**config.mk**
```make
export PLATFORM = sky130hd
export DESIGN_NAME = online_iter_sequencer
export DESIGN_NICKNAME = d
export VERILOG_FILES = /design/src/rtl/online_iter_sequencer.sv
export SDC_FILE = /design/constraint.sdc
export NUM_CORES = 1
export LEC_CHECK = 0
export ABC_AREA = 1
export CAP_MARGIN = 20
export CORE_UTILIZATION = 45
export CTS_CLUSTER_DIAMETER = 200
export DETAILED_ROUTE_END_ITERATION = 12
export GPL_ROUTABILITY_DRIVEN = 0
export PLACE_DENSITY = 0.75
export RECOVER_POWER = 100
export SYNTH_ARGS = -nofsm -noshare
export SYNTH_HDL_FRONTEND = slang
export SYNTH_SLANG_ARGS = --single-unit
```
**constraint.sdc**
```tcl
create_clock -name clk -period 2.45 [get_ports clk]
set_input_delay 0.49 -clock clk [delete_from_list [all_inputs] [get_ports clk]]
set_output_delay 0.49 -clock clk [all_outputs]
set_load 0.01 [all_outputs]
```
**src/rtl/online_iter_sequencer.sv**
```systemverilog
// Iteration sequencer for digit-serial online operators: DELTA warm-up cycles,
// then num_digits digit steps, then a one-cycle done pulse. Stall and abort supported.
//
//   state  | meaning
//   IDLE   | waiting for start
//   WARMUP | online-delay cycles before the first digit
//   ACTIVE | one digit step per non-stalled cycle
//   DONE   | single-cycle completion pulse
module online_iter_sequencer #(
    parameter int WIDTH = 14,
    parameter int DELTA = 3
) (
    input  logic             clk,
    input  logic             reset,
    input  logic             start,
    input  logic [WIDTH-1:0] num_digits,
    input  logic             stall,
    input  logic             abort,
    output logic             busy,
    output logic             warmup,
    output logic             digit_valid,
    output logic [WIDTH-1:0] digit_idx,
    output logic             last,
    output logic             done
);

    // Keep the warm-up counter at least one bit wide so DELTA=0 stays legal.
    localparam int WW = (DELTA > 0) ? $clog2(DELTA + 1) : 1;
    localparam logic [WW-1:0] WARM_LAST = (DELTA > 0) ? WW'(DELTA - 1) : '0;

    typedef enum logic [1:0] {IDLE, WARMUP, ACTIVE, DONE} state_t;

    state_t           state_q, state_d;
    logic [WIDTH-1:0] n_q, n_d;
    logic [WW-1:0]    warm_q, warm_d;
    logic [WIDTH-1:0] idx_q, idx_d;
    logic             is_last;

    always_ff @(posedge clk) begin
        if (reset) begin
            state_q <= IDLE;
            n_q     <= '0;
            warm_q  <= '0;
            idx_q   <= '0;
        end else begin
            state_q <= state_d;
            n_q     <= n_d;
            warm_q  <= warm_d;
            idx_q   <= idx_d;
        end
    end

    assign is_last = (state_q == ACTIVE) && (idx_q == n_q - WIDTH'(1));

    always_comb begin
        state_d = state_q;
        n_d     = n_q;
        warm_d  = warm_q;
        idx_d   = idx_q;
        if (abort && state_q != IDLE) begin
            state_d = IDLE;
            n_d     = '0;
            warm_d  = '0;
            idx_d   = '0;
        end else begin
            case (state_q)
                IDLE: begin
                    if (start && !abort) begin
                        n_d    = num_digits;
                        idx_d  = '0;
                        warm_d = '0;
                        if (num_digits == '0)
                            state_d = DONE;
                        else if (DELTA > 0)
                            state_d = WARMUP;
                        else
                            state_d = ACTIVE;
                    end
                end
                WARMUP: begin
                    if (!stall) begin
                        if (warm_q == WARM_LAST) begin
                            state_d = ACTIVE;
                            warm_d  = '0;
                        end else begin
                            warm_d = warm_q + WW'(1);
                        end
                    end
                end
                ACTIVE: begin
                    // On the last digit the index holds rather than stepping to N.
                    if (!stall) begin
                        if (is_last)
                            state_d = DONE;
                        else
                            idx_d = idx_q + WIDTH'(1);
                    end
                end
                DONE: begin
                    state_d = IDLE;
                end
                default: begin
                    state_d = IDLE;
                end
            endcase
        end
    end

    assign busy        = (state_q != IDLE);
    assign warmup      = (state_q == WARMUP);
    assign digit_valid = (state_q == ACTIVE) && !stall;
    assign digit_idx   = (state_q == ACTIVE) ? idx_q : '0;
    assign last        = is_last;
    assign done        = (state_q == DONE);

endmodule
```
==> impl_metrics.toml <==
[outcome]
outcome = "finished, final reports clean"

[floorplan]
ioPinCount = 38
start_util = 0.471
die_h_um = 75.6
die_area_sq_mm = 0.00571
core-area_sq_mm = 0.00517
row_count = 26
fp.dieW_um = 75.6

[critical_path]
r2r-start = "state_q[1]"
path_class = "reg -> out"
crit_family = "buffers and inverters"
cp-startpoint = "state_q[0]"
reg2reg_to = "idx_q[3]"
start_kind = "register"
crit_chain = "inv_1 -> ha_4 -> buf_4 -> nand2_1 -> inv_1 -> clkdlybuf4s50_1"
max_stage_delay_ps = 520
cp.required_ps = 1960
crit_path_end_kind = "primary output"
path_buf_inv = 4
reg2regPathDepth = 11
cp.depth = 6
r2r_slack_ps = 300
worstPathArrival_ps = 1830
worst_path_most_repeated_cell = "inv_1"
critPathSlowestCell = "clkdlybuf4s50_1"
endpoint = "digit_idx[10]"
cp_max_fo = 14

[clock_tree]
insertion_delay_ps = 290
cts.sinks = 32
clockBufferDepth = 2
cts.clk_slew.worst_paths_ps = 60
cts_setup_buffers = 0
cts_tree = "built"
cts_buffers = 5
cts-root-buf = "clkbuf_8"
cts_htree_levels = 2

[yosys]
syn_avg_cell_area_sq_um = 6.13
synthXorXnorAreaFrac = 0.0683
synth.cell_area_sq_mm = 0.00243
synth_edf_count = 0
synth_ff_type = "dfxtp_1"
synthMuxAreaShare = 0
synth_compound_area_frac = 0.136
ys.warnings.count = 0
synth_simple_gate_area_share = 0.369
synthArstFlopShare = 0
ys_seq_area_frac = 0.263
syn-num-nets = 422
ys_ff_latch = 32
synth_area_leaders = "dfxtp_1 26%, nand2_1 16%, inv_1 8.5%, nand3_1 6.4%, nor2_1 6.0%"
synth_top_family_by_area = "simple AND/OR/NAND/NOR gates"
synth_fa_ha_area_frac = 0.0308
synth_cell_types = 32
yosysTopAreaCell = "dfxtp_1"
synth_top_area_frac = 0.263
synthCells = 397

[place]
placed_area_sq_mm = 0.00294
port_buffers = 37
pre_cts_ws_ps = -39.9
dpl.hpwl_um = 4560

[timing]
timing.final.hold_violations = 0
timing.slew.headroom = 0.589
hold_slack_ps = 460
fin_crit_sh = 0.948
worst_slack_ps = 128
skew_ps = 10.3
max_slew.worst_pin.slew_ps = 616
slew_violations = 0
rsz0062_at_grt = "false"
setup_violations = 0
max_freq_mhz = 431
finalCriticalPeriod_ps = 2320

[route]
num_vias = 2479
ant_nets = 0
first_pass_iters = 4
drtIter0Drc = 143
wl_um = 5750
drc_errors = 0
wl_per_cell_um = 11.3
avgViaCountPerCell = 4.86

[hold_path]
hold_class = "reg -> reg"
whs_path_depth = 2

[job]
cap_violations = 0

[cells_and_area]
area_delta_synth_final_pct = 24.3
finalNetCount = 465
drive_above_1_share = 0.120
fin_util = 0.585
final_cell_area_sq_mm = 0.00303
diodes = 0

[grt]
first_global_vias = 2203
grt_usage = 0.223
antenna_found_initial = 0
grt_overflow = 0
grt_first_pass_wirelength_um = 9560
grt_max_degree = 29

[power_and_ir_drop]
power.leakage_nw = 1.38
peakVddDrop_v = 0.000643
p_per_area_mw_per_mm2 = 783
-- worst min path at each step --
stage,start,to,slack [ps]
2_1_floorplan,n_q[13],n_q[13],440
3_3_place_gp,n_q[13],n_q[13],450
3_5_place_dp,n_q[13],n_q[13],450
4_1_cts,n_q[13],n_q[13],460
5_1_grt,n_q[13],n_q[13],480
6_report,n_q[13],n_q[13],460
-- where the power goes --
group / switching, W / internal [W] / leakage [nW]
clock: 0.000199 / 0.000193 / 0.0410
sequential: 0.0000753 / 0.000595 / 0.261
combinational: 0.000840 / 0.000466 / 1.08
-- area by class of cell --
type	count	area (sq um)
fill	498	2150
sequential	32	643
multi-input combinational	285	1490
tap	70	87.6
clock inverter	1	5.00
clock buffer	6	72.6
timing repair buffer	55	494
inverter	61	229
-- Yosys cell counts (2+ instances only) --
cell and n:
nand3b_1 2, buf_2 7, o21ai_0 19, nor3_1 5
a21oi_1 26, clkbuf_2 4, xnor2_1 9, ha_1 6
a21oi_2 9, nor2_4 4, nor2_1 39, clkbuf_1 7
dfxtp_1 32, nor4_1 4, nand2_1 106, nor2_2 2
inv_2 6, nand3_1 31, xor2_1 10, nand2_2 3
inv_1 55
-- per-layer routing --
| layer | up-vias | part of all wire | track usage |
|---|---|---|---|
| met5 | - | 0 | 0 |
| met4 | 0 | 0.019 | 0.0905 |
| met3 | 10 | 0.025 | 0.0410 |
| met2 | 43 | 0.50 | 0.394 |
| met1 | 1097 | 0.46 | 0.267 |
| li1 | 1329 | - | - |
-- cell families (layout without fill, tap and decap cells) --
group           after synthesis  in the layout
flops                        32             32
fa+ha+maj                     6              6
xor+xnor                     19             19
compound gates               58             58
simple gates                202            202
buf+inv                      80            123
-- tightest hold or removal path, stage by stage (launching register included) --
cell and delay [ps]:
dfxtp_1 320, inv_1 50, a21oi_1 50
-- metrics by stage --
step	std cells	total power, W	TNS (ps)
after detailed placement	503	0.00196	-39.9
after floorplan	397	0.00163	0
after CTS	510	0.00239	0
final	510	0.00237	0
after global routing	510	0.00257	0
after global placement	503	0.00194	0
-- cell usage in the layout, fill, tap and decap left out, drive strengths merged --
master and instances:
dfxtp 32, nand4 1, nor3b 1, xor2 10
nor4 4, xnor2 9, nand3b 2, clkinv 1
nand3 33, clkdlybuf4s50 28, a211oi 1, nor3 5
a31oi 1, nand2 110, a32oi 1, dlygate4sd3 8
or2 1, inv 61, ha 6, buf 17
o21ai 20, clkbuf 8, nor2 45, a21oi 35
-- sequential cells by signal (all words and copies together), names as in the netlist --
signal and cells:
n_q 14, idx_q 14, state_q 2, warm_q 2
-- what timing repair did --
item | in CTS | in global routing
pin swaps | 1 | 3
setup endpoints to repair | 11 | 1
gates resized for setup | 8 | 3
hold buffers | 0 | 0
No activity file was read; power rests on OpenSTA's default activity.
